--- config.mk ---
export PLATFORM = sky130hd
export DESIGN_NAME = ws281x_bit_decoder
export DESIGN_NICKNAME = d
export VERILOG_FILES = /design/src/rtl/ws281x_bit_decoder.sv
export SDC_FILE = /design/constraint.sdc
export NUM_CORES = 1
export LEC_CHECK = 0
export ABC_CLOCK_PERIOD_IN_PS = 2850
export BUFFER_PORTS_ARGS = -buffer_cell sky130_fd_sc_hd__buf_4
export CAP_MARGIN = 20
export CELL_PAD_IN_SITES_DETAIL_PLACEMENT = 0
export CELL_PAD_IN_SITES_GLOBAL_PLACEMENT = 2
export CORE_MARGIN = 2
export CORE_UTILIZATION = 40
export CTS_CLUSTER_DIAMETER = 150
export DETAILED_ROUTE_END_ITERATION = 7
export PLACE_DENSITY_LB_ADDON = 0.1
export SLEW_MARGIN = 20
export SYNTH_ARGS = -nofsm -noshare
export SYNTH_HDL_FRONTEND = slang
export SYNTH_SLANG_ARGS = --single-unit
export TNS_END_PERCENT = 20
--- constraint.sdc ---
create_clock -name Clock -period 2.85 [get_ports Clock]
set_clock_uncertainty 0.2 [all_clocks]
set_input_delay 0.4275 -clock Clock [delete_from_list [all_inputs] [get_ports Clock]]
set_output_delay 0.4275 -clock Clock [all_outputs]
set_load 0.1 [all_outputs]
--- src/rtl/ws281x_bit_decoder.sv ---
// rtl/ws281x_bit_decoder.sv - WS281X serial line bit/byte decoder
//
// Purpose:
//   Recovers bits from a raw WS281X single-wire stream by measuring the
//   length of each high pulse, assembles them MSB first into bytes and
//   reports end-of-frame latch gaps and over-long (illegal) high pulses.
//
// Parameters:
//   THRESH   - high-pulse length (cycles) above which a bit decodes as 1
//   MAX_HIGH - longest legal high pulse (cycles)
//   LATCH    - low time (cycles) that marks end of frame
//
// Ports:
//   Clock     in   system clock, all state on rising edge
//   Preset    in   asynchronous active-high reset
//   Din       in   raw serial line, asynchronous to Clock
//   BitOut    out  last decoded bit (downstream shift register data)
//   BitStrobe out  one-cycle pulse per decoded bit
//   Byte      out  last assembled byte, MSB first
//   ByteValid out  one-cycle pulse when Byte updates
//   FrameEnd  out  one-cycle pulse on latch gap detection
//   Error     out  sticky flag, a high pulse exceeded MAX_HIGH

module ws281x_bit_decoder #(
  parameter int THRESH   = 12,
  parameter int MAX_HIGH = 40,
  parameter int LATCH    = 1000
) (
  input  logic       Clock,
  input  logic       Preset,
  input  logic       Din,
  output logic       BitOut,
  output logic       BitStrobe,
  output logic [7:0] Byte,
  output logic       ByteValid,
  output logic       FrameEnd,
  output logic       Error
);

  localparam logic [15:0] THRESH_C   = 16'(THRESH);
  localparam logic [15:0] MAX_HIGH_C = 16'(MAX_HIGH);
  // Counters are loaded with 1 on the first counted cycle, so reaching
  // LATCH means the counter currently holds LATCH-1 and one more low arrives.
  localparam logic [15:0] LATCH_M1_C = 16'(LATCH - 1);

  typedef enum logic [2:0] {
    S_SYNC,
    S_READY,
    S_HIGH,
    S_LOW,
    S_FAULT
  } state_t;

  // Synchronizer and edge history
  logic s1_q, s2_q, prev_q;

  state_t      state_q, state_d;
  logic [15:0] hcnt_q, hcnt_d;
  logic [15:0] lcnt_q, lcnt_d;

  // Decoded bit waiting one cycle before it is presented on the outputs
  logic pend_q, pend_d;
  logic pend_bit_q, pend_bit_d;

  logic       frame_end_d;
  logic       error_d;
  logic       clr_bits;

  logic [6:0] shreg_q;
  logic [2:0] bitcnt_q;
  logic       bit_out_q;
  logic       bit_strobe_q;
  logic [7:0] byte_q;
  logic       byte_valid_q;
  logic       frame_end_q;
  logic       error_q;

  logic rise, fall;

  assign rise = s2_q & ~prev_q;
  assign fall = ~s2_q & prev_q;

  always_comb begin
    state_d     = state_q;
    hcnt_d      = hcnt_q;
    lcnt_d      = lcnt_q;
    pend_d      = 1'b0;
    pend_bit_d  = pend_bit_q;
    frame_end_d = 1'b0;
    error_d     = error_q;
    clr_bits    = 1'b0;

    case (state_q)
      // SYNC and FAULT both wait for a clean latch gap; neither reports it.
      S_SYNC, S_FAULT: begin
        if (s2_q) begin
          lcnt_d = 16'd0;
        end else if (lcnt_q == LATCH_M1_C) begin
          state_d = S_READY;
          lcnt_d  = 16'd0;
        end else begin
          lcnt_d = lcnt_q + 16'd1;
        end
      end

      S_READY: begin
        if (rise) begin
          state_d = S_HIGH;
          hcnt_d  = 16'd1;
        end
      end

      S_HIGH: begin
        if (s2_q) begin
          if (hcnt_q >= MAX_HIGH_C) begin
            // Pulse is about to exceed MAX_HIGH: drop it and the partial byte.
            state_d  = S_FAULT;
            error_d  = 1'b1;
            clr_bits = 1'b1;
            hcnt_d   = 16'd0;
            lcnt_d   = 16'd0;
          end else if (hcnt_q != 16'hFFFF) begin
            hcnt_d = hcnt_q + 16'd1;
          end
        end else if (fall) begin
          state_d    = S_LOW;
          pend_d     = 1'b1;
          pend_bit_d = (hcnt_q > THRESH_C);
          hcnt_d     = 16'd0;
          lcnt_d     = 16'd1;
        end
      end

      S_LOW: begin
        if (rise) begin
          state_d = S_HIGH;
          hcnt_d  = 16'd1;
          lcnt_d  = 16'd0;
        end else if (!s2_q) begin
          if (lcnt_q == LATCH_M1_C) begin
            state_d     = S_READY;
            frame_end_d = 1'b1;
            clr_bits    = 1'b1;
            lcnt_d      = 16'd0;
          end else begin
            lcnt_d = lcnt_q + 16'd1;
          end
        end
      end

      default: begin
        state_d = S_SYNC;
        hcnt_d  = 16'd0;
        lcnt_d  = 16'd0;
      end
    endcase
  end

  always_ff @(posedge Clock or posedge Preset) begin
    if (Preset) begin
      s1_q       <= 1'b0;
      s2_q       <= 1'b0;
      prev_q     <= 1'b0;
      state_q    <= S_SYNC;
      hcnt_q     <= 16'd0;
      lcnt_q     <= 16'd0;
      pend_q     <= 1'b0;
      pend_bit_q <= 1'b0;
    end else begin
      s1_q       <= Din;
      s2_q       <= s1_q;
      prev_q     <= s2_q;
      state_q    <= state_d;
      hcnt_q     <= hcnt_d;
      lcnt_q     <= lcnt_d;
      pend_q     <= pend_d;
      pend_bit_q <= pend_bit_d;
    end
  end

  // Output stage: bit, strobe and completed byte all appear on the same edge.
  always_ff @(posedge Clock or posedge Preset) begin
    if (Preset) begin
      shreg_q      <= 7'd0;
      bitcnt_q     <= 3'd0;
      bit_out_q    <= 1'b0;
      bit_strobe_q <= 1'b0;
      byte_q       <= 8'h00;
      byte_valid_q <= 1'b0;
      frame_end_q  <= 1'b0;
      error_q      <= 1'b0;
    end else begin
      bit_strobe_q <= pend_q;
      byte_valid_q <= 1'b0;
      frame_end_q  <= frame_end_d;
      error_q      <= error_d;
      if (pend_q) begin
        bit_out_q <= pend_bit_q;
      end
      if (clr_bits) begin
        bitcnt_q <= 3'd0;
      end else if (pend_q) begin
        shreg_q  <= {shreg_q[5:0], pend_bit_q};
        bitcnt_q <= bitcnt_q + 3'd1;
        if (bitcnt_q == 3'd7) begin
          byte_q       <= {shreg_q, pend_bit_q};
          byte_valid_q <= 1'b1;
        end
      end
    end
  end

  assign BitOut    = bit_out_q;
  assign BitStrobe = bit_strobe_q;
  assign Byte      = byte_q;
  assign ByteValid = byte_valid_q;
  assign FrameEnd  = frame_end_q;
  assign Error     = error_q;

endmodule

; ---- Word-level counts from Yosys, hierarchy flattened
; Cells that the tools add are included.
[totals]
register_bits = 63
out_inout_bits = 13
[op_classes]
n_addsub = 3
n_lt_le_gt_ge = 2
eq_ne = 13
mux = 37
bitwise_logic = 7
reduce_logical = 11
[ops]
columns = cell, count
row1 = $mux W16, 12
row2 = $pmux W16 S4, 1
row3 = $pmux W16 S3, 1
row4 = $add A16 B1 Y16 const B, 2
row5 = $mux W3, 9
row6 = $eq A16 B10 Y1 const B, 1
row7 = $ge A16 B6 Y1 const B, 1
row8 = $gt A16 B4 Y1 const B, 1
row9 = $ne A16 B16 Y1 const B, 1
row10 = $mux W1, 12
row11 = $pmux W3 S4, 1
row12 = $reduce_and A3 Y1, 4
row13 = $ne A3 B3 Y1 const B, 3
row14 = $reduce_and A4 Y1, 2
row15 = $eq A3 B2 Y1 const B, 2
row16 = $eq A3 B3 Y1 const B, 2
row17 = $not A1 Y1, 5
row18 = $ne A4 B4 Y1 const B, 1
row19 = $reduce_or A2 Y1, 2
row20 = $add A3 B1 Y3 const B, 1
row21 = $eq A3 B1 Y1 const B, 1
row22 = $logic_not A3 Y1, 1
row23 = $and A1 B1 Y1, 2
row24 = $ne A2 B1 Y1 const B, 1
row25 = 4 further kinds, 4

; ---- Logic depth before layout (Yosys ltp)
; Gate-level depths: netlist of run 1.
[logic_depth]
word_depth = 7
depth_mapped = 8
depth_no_buf = 6

; ---- Worst setup path after synthesis of run 1
; OpenSTA, ideal clock, no wires.
[synth_path]
path_type = flip-flop to flip-flop
start = register lcnt_q[4]
end = register byte_q[0] (netlist: Byte[0])
arrival_time_ns = 2.261
t_required_ns = 2.524
path_slack_ns = 0.263
stages_incl_launch_ff = 7
path_buffers = 1
period_less_slack_ns = 2.587
cell_sequence = dfrtp_1 -> or4_4 -> nor4_4 -> nand4b_2 -> and4_1 -> buf_6 -> mux2_4
[synth_via]
elab_chain_cells = 7
[synth_lines]
columns = item, line
row1 = start: declaration, 59  ; logic [15:0] lcnt_q, lcnt_d;
row2 = start signal: assignment, 175  ; lcnt_q <= lcnt_d;
row3 = $eq A16 B10 Y1, 140  ; if (lcnt_q == LATCH_M1_C) begin
row4 = $mux W1, 140
row5 = $mux W1, 139  ; end else if (!s2_q) begin
row6 = $mux W1, 135  ; if (rise) begin
row7 = $pmux W1 S2, 93  ; case (state_q)
row8 = $not A1 Y1 (no source line), -
row9 = $reduce_and A3 Y1 (no source line), -
row10 = end signal: assignment, 206  ; byte_q <= {shreg_q, pend_bit_q};
row11 = end: declaration, 73  ; logic [7:0] byte_q;
; Every way passes these cells.
; A chain may end at the register's enable or synchronous reset.

; ---- Worst setup path in the final report of run 1
[layout_path]
start = register lcnt_q[11]
end = register byte_q[3] (netlist: Byte[3])
; Same word-level chain as after synthesis.

==> results of run 1 <==
## Yosys cell counts (6+ instances only)
| cell | instances |
|---|---|
| a21oi_1 | 9 |
| clkbuf_1 | 8 |
| nor4_1 | 7 |
| nand4_1 | 7 |
| o21ai_0 | 16 |
| nor3_1 | 11 |
| nand2b_1 | 9 |
| nor2_1 | 40 |
| mux2_4 | 8 |
| mux2_2 | 10 |
| inv_1 | 6 |
| nand3_1 | 13 |
| a22o_1 | 8 |
| dfrtp_1 | 63 |
| a21o_1 | 7 |
| nand2_1 | 15 |
## area by class of cell
type                            count  area share, %
Sequential cell                    63           43.8
Clock buffer                       10           3.83
Inverter                            6          0.626
Timing Repair Buffer               37           7.86
Clock inverter                      6           2.57
Multi-Input combinational cell    208           37.8
Tap cell                           99           3.44
## layer usage
layer  GRT usage [%]  vias to the layer above  part of all wire (%)  wire length [um]
met2            25.6                       47                    45              2880
li1                -                     1123                     -                 -
met3            5.51                        7                   4.3               278
met1            24.9                     1117                    50              3220
met4            5.64                        0                   1.3                85
met5               0                        -                     0                 0
## power groups by stage
stage          Combinational [mW]  Sequential (mW)  Clock, mW
2_1_floorplan               0.598             1.47          0
3_3_place_gp                 1.18             1.22          0
3_5_place_dp                 1.19             1.23          0
4_1_cts                      1.20             1.21      0.921
5_1_grt                      1.30             1.24      0.964
6_report                     1.19             1.21      0.899
## flip-flops by register name, indices dropped and copies added, names as in the netlist
name,cells
pend_bit_q,1
s2_q,1
Error,1
s1_q,1
ByteValid,1
FrameEnd,1
Byte,8
lcnt_q,16
bitcnt_q,3
state_q,3
pend_q,1
BitStrobe,1
prev_q,1
shreg_q,7
hcnt_q,16
BitOut,1
## per-stage QoR
stage | hold slack [ns] | util (%) | total power [mW] | worst slack, ns | area [um^2]
final | 0.164 | 49.6 | 3.29 | 0.192 | 3600
after CTS | 0.167 | 49.6 | 3.33 | 0.188 | 3600
after floorplan | 0.131 | - | 2.07 | 0.263 | 3000
after global placement | 0.135 | 46.1 | 2.41 | 0.246 | 3350
after global routing | 0.171 | 49.6 | 3.50 | 0.0855 | 3600
after detailed placement | 0.150 | 46.1 | 2.42 | 0.197 | 3350
## how the worst max path moves through the flow
stage / startpoint / to / slack (ns) / depth (start not counted)
finish: lcnt_q[11] / Byte[3] / 0.19 / 5
floorplan: lcnt_q[4] / Byte[0] / 0.26 / 6
global placement: lcnt_q[11] / Byte[7] / 0.25 / 5
CTS: lcnt_q[11] / Byte[7] / 0.19 / 5
detailed placement: lcnt_q[11] / Byte[5] / 0.20 / 5
global route: lcnt_q[11] / Byte[3] / 0.09 / 5
## cell families after synthesis
family,share of synthesized area [%]
muxes,8.42
and+or+nand+nor,20.9
AOI/OAI and AO/OA,13.1
buffers and inverters,2.13
adders and majority gates,2.08
DFF,52.5
xor gates and xnor gates,0.876
## repair_timing
action	CTS	global route
hold buffers	2	0
hold endpoints to repair	24	0
resized for setup	0	0
==> metrics, run 1 <==
synth unique cells 41; unrepaired setup endpoints after global routing no; Net Sw Frac around 39%; CTS root buf clkbuf_8; largest net degree at the start of global routing 26; H-tree levels 3; Core ar. 7250 um^2; pwr dens slightly above 900 nW/um^2; Non-Filler Instances ~430; Slew Viols, Final 0; Cell Rows 31; Netlist Area Pre-Place between 3000 and 4000 um^2; Die Width 90.6 um; Seq/Total Area, Yosys between 50 and 60%; worst-case reg-to-reg path depth 5; Pre-antenna DRT Iters 5; crit-path max cell delay around 0.56 ns; status completed; reg-to-reg endpoint Byte[3]; peak supply drop roughly 430 uV; Fin. Hold Viols 0; max cap viols 0; CTS max path bufs 2; # Post-CTS Setup Buffers 0; WP buf/inv 0; DR vias/cell approximately 5.3; # diodes 0; min-delay src s1_q; Max FO, Critical Path 9; # IOs 16; die area about 8200 um^2; Post-synth EDFFs 0; CP Capture Type flop; multi-input logic area 1360 um^2; reg-to-reg critical path startpoint lcnt_q[11]; DRT iter0 DRCs between 100 and 150; number of I/O port buffers 15; Hold Path Stages 0; fin crit period 2.66 ns; Worst slew margin around half; initial antenna violation count 0; vias between 2000 and 2500; Pleak ~1.7 nW; commonest cells after routing, fill and taps aside dfrtp_1 (63), nor2_1 (40), buf_4 (35); Layout Nets around 330; critical path class reg2reg; register area around 1600 um^2; Largest delay share family, worst path simple AND/OR/NAND/NOR gates; clk sinks 63; leading area contributor after synthesis dfrtp_1; Sw Pwr 1.28 mW; cell-internal power a little over 2 mW; Comb power frac roughly 36%; Total GRT Usage 17.6%; Slew @ Worst Pin about 0.73 ns; starting density of the core a little over 40%; # fillers approximately 680; CP max stage cell or4_1; Antenna Violating Nets Remaining 0; # setup viols final 0; syn avg cell area roughly 10 um^2; Cell Chain, Critical Path or4_1 > nor4_4 > nand4b_2 > and4_1 > mux2_4; most common cell after layout, fill and taps aside dfrtp_1; top cells by area, synth dfrtp_1 (53%), nor2_1 (5.0%), mux2_4 (4.0%), mux2_2 (3.8%), o21ai_0 (2.7%); CTS clock-pin slew for the worst setup and hold paths 0.07 ns; first-pass GRT wire length approximately 11 mm; required time of the worst setup path ~2.9 ns; vias in the first global route approximately 2200; post-synthesis register bit count 63; Hold Path Sink s2_q; HP Class reg2reg; setup tns final 0 ns; Synth Net Count approximately 300; Startpoint Class flop; HPWL Detailed ~4.6 mm; area delta synth->final 19.8%; yosys warns 0; clock power share 27.3%; Routed WL about 6.5 mm; TritonCTS clock tree done; GR Overflow Total 0; die height between 90 and 100 um; Peak Freq about 380 MHz; worst skew pair latency about 0.35 ns; r2r setup slk between 0.15 and 0.2 ns; share of the synthesized area in the top cell type a little over half; Placed Cells 411; share of layout cells above drive strength 1 23.9%; Gate Count Post-Synth approximately 290; period utilization between 90% and 100%; Data arrival, critical path 2.69 ns; cts bufs inserted 9; DR WL/cell about 15 um; sequential power share a little over a third; Routability Congestion ~0.79; DRC 0; Primary FF master, synth dfrtp_1; asr flop ratio synth 100%
Note: power is estimated with default switching activity, not from simulation.
==> run 2: changes to the inputs <==
- ABC_CLOCK_PERIOD_IN_PS: 2850 -> 2150
- CORE_UTILIZATION: 40 -> 36
- REMOVE_ABC_BUFFERS: not set -> 1
- SLEW_MARGIN: 20 -> not set
- clock period: 2.85 -> 2.15 ns (I/O delays scaled with it)
==> metrics, run 2 (synthesis gave the netlist of run 1 again) <==
worst-case reg-to-reg path depth 7 (+2); first-pass GRT wire length 11.9 mm (+6.4%); Max FO, Critical Path 5 (-4); die height 95.3 um (+5.2%); Net Sw Frac 36.5% (-2.3 points); Cell Rows 33 (+6.5%); crit-path max cell delay 0.55 ns (about the same); Setup crit end lcnt_q[3]; HPWL Detailed 4.75 mm (+3.5%); Peak Freq 430 MHz (+14%); Routability Congestion 0.801 (+1.2%); commonest cells after routing, fill and taps aside buf_4 (72), dfrtp_1 (62), nor2_1 (37); # IOs 16 (unchanged); CP Capture Type flop; H-tree levels 3 (unchanged); peak supply drop 383 uV (-12%); status finished, violations left; violated checks negative setup slack; area delta synth->final 36.5%; cts bufs inserted 9 (unchanged); Largest delay share family, worst path simple AND/OR/NAND/NOR gates; Antenna Violating Nets Remaining 0 (unchanged); M1 WL 3.61 mm (+12%); # diodes 0 (unchanged); worst setup margin -0.176 ns (-0.368 ns); Fin. Hold Viols 0 (unchanged); WP buf/inv 2 (+2); Pleak 1.94 nW (+16%); CTS clock-pin slew for the worst setup and hold paths 0.08 ns (about the same); dpl ws -0.359 ns (-0.556 ns); initial antenna violation count 0 (unchanged); most common cell after layout, fill and taps aside buf_4; share of layout cells above drive strength 1 37.3% (+13 points); DRC 0 (unchanged); HP Class reg2reg; CTS max path bufs 2 (unchanged); Routed WL 6.88 mm (+6.5%); clock power share 28.9% (+1.6 points); DR WL/cell 14.3 um (-4.8%); unrepaired setup endpoints after global routing yes; Data arrival, critical path 2.36 ns (-0.33 ns); starting density of the core 36.9% (-4.5 points); vias in the first global route 2370 (+6.7%); Crit path depth 7 (+2); Die Width 95.3 um (+5.2%); Slew @ Worst Pin 0.520 ns (-0.215 ns); metal2 WL 2.93 mm (+1.8%); WL met3 238 um (-14%); number of I/O port buffers 15 (unchanged); worst skew pair latency 0.34 ns (about the same); largest net degree at the start of global routing 64 (+150%); Total GRT Usage 17.0% (-0.51 points); cell-internal power 3.05 mW (+51%); # setup viols final 31 (+31); Startpoint Class flop; vias 2412 (+5.1%); Cell Chain, Critical Path or4_4 > nor4_4 > buf_4 > buf_6 > nor2_4 > a21o_1 > a22o_1; Slew Viols, Final 0 (unchanged); Layout Utilization 50.4% (+0.77 points); pwr dens 1170 nW/um^2 (+28%); required time of the worst setup path 2.18 ns (-0.70 ns); DR vias/cell 5.03 (-6.0%); sequential power share 32.8% (-3.8 points); max cap viols 0 (unchanged); TritonCTS clock tree done; reg-to-reg endpoint lcnt_q[3]; fin crit period 2.33 ns (-0.332 ns); critical path class reg2reg; period utilization 108% (+15 points); CP max stage cell or4_4; die area 9080 um^2 (+11%); clk sinks 63 (unchanged); GR Overflow Total 0 (unchanged); Worst slew margin 65.2% (+15 points); Pre-antenna DRT Iters 4 (-1); CTS root buf clkbuf_8; reg-to-reg critical path startpoint lcnt_q[13]; Sw Pwr 1.75 mW (+37%); Core ar. 8130 um^2 (+12%); DRT iter0 DRCs 104 (-15%); Layout Nets 378 (+14%); r2r setup slk -0.18 ns (-0.37 ns); source of the critical timing path lcnt_q[13]; Comb power frac 38.3% (+2.3 points); highest metal used met4
## run 2: layer usage
| layer | vias up | GRT usage (%) |
|---|---|---|
| met2 | 40 | 24.4 |
| met1 | 1144 | 25.3 |
| li1 | 1219 | - |
| met4 | 0 | 6.88 |
| met3 | 9 | 3.08 |
| met5 | - | 0 |
## run 2: timing repair
| item | in CTS | in global routing |
|---|---|---|
| pin swaps | 12 | 3 |
| gates cloned | 1 | 0 |
| setup buffers | 2 | 0 |
| endpoints found under the hold margin | 64 | 0 |
| hold buffers | 2 | 0 |
| gates resized for setup | 25 | 11 |
| setup endpoints to repair | 50 | 53 |
## run 2: area by class of cell
class | count | area (um^2)
sequential | 63 | 1580
clock inverter | 7 | 145
multi-input combinational | 209 | 1450
tap | 105 | 131
inverter | 6 | 22.5
timing repair buffer | 81 | 648
clock buffer | 9 | 124
fill | 741 | 4040
## run 2: power groups by stage
| stage | logic [mW] | registers [mW] | clock network (mW) |
|---|---|---|---|
| final | 1.84 | 1.58 | 1.39 |
| after global placement | 1.72 | 1.60 | 0 |
| after global routing | 2.00 | 1.61 | 1.49 |
| after detailed placement | 1.72 | 1.60 | 0 |
| after CTS | 1.81 | 1.58 | 1.42 |
| after floorplan | 0.744 | 1.97 | 0 |
## run 2: worst min-delay path by stage
stage	from	to	slack, ns	cells after the start
6_report	s1_q	s2_q	0.15	0
5_1_grt	s1_q	s2_q	0.17	0
4_1_cts	s1_q	s2_q	0.16	0
3_5_place_dp	s1_q	s2_q	0.14	0
3_3_place_gp	s1_q	s2_q	0.13	0
2_1_floorplan	s1_q	s2_q	0.13	0
## run 2: stage by stage
stage	hold slack, ns	cells	total power, mW	area, um^2	TNS (ns)
2_1_floorplan	0.131	277	2.71	2960	-10.87
6_report	0.151	480	4.80	4100	-4.20
4_1_cts	0.156	480	4.81	4050	-3.92
5_1_grt	0.173	480	5.11	4100	-6.93
3_5_place_dp	0.140	459	3.32	3680	-7.63
3_3_place_gp	0.135	459	3.32	3680	-6.31
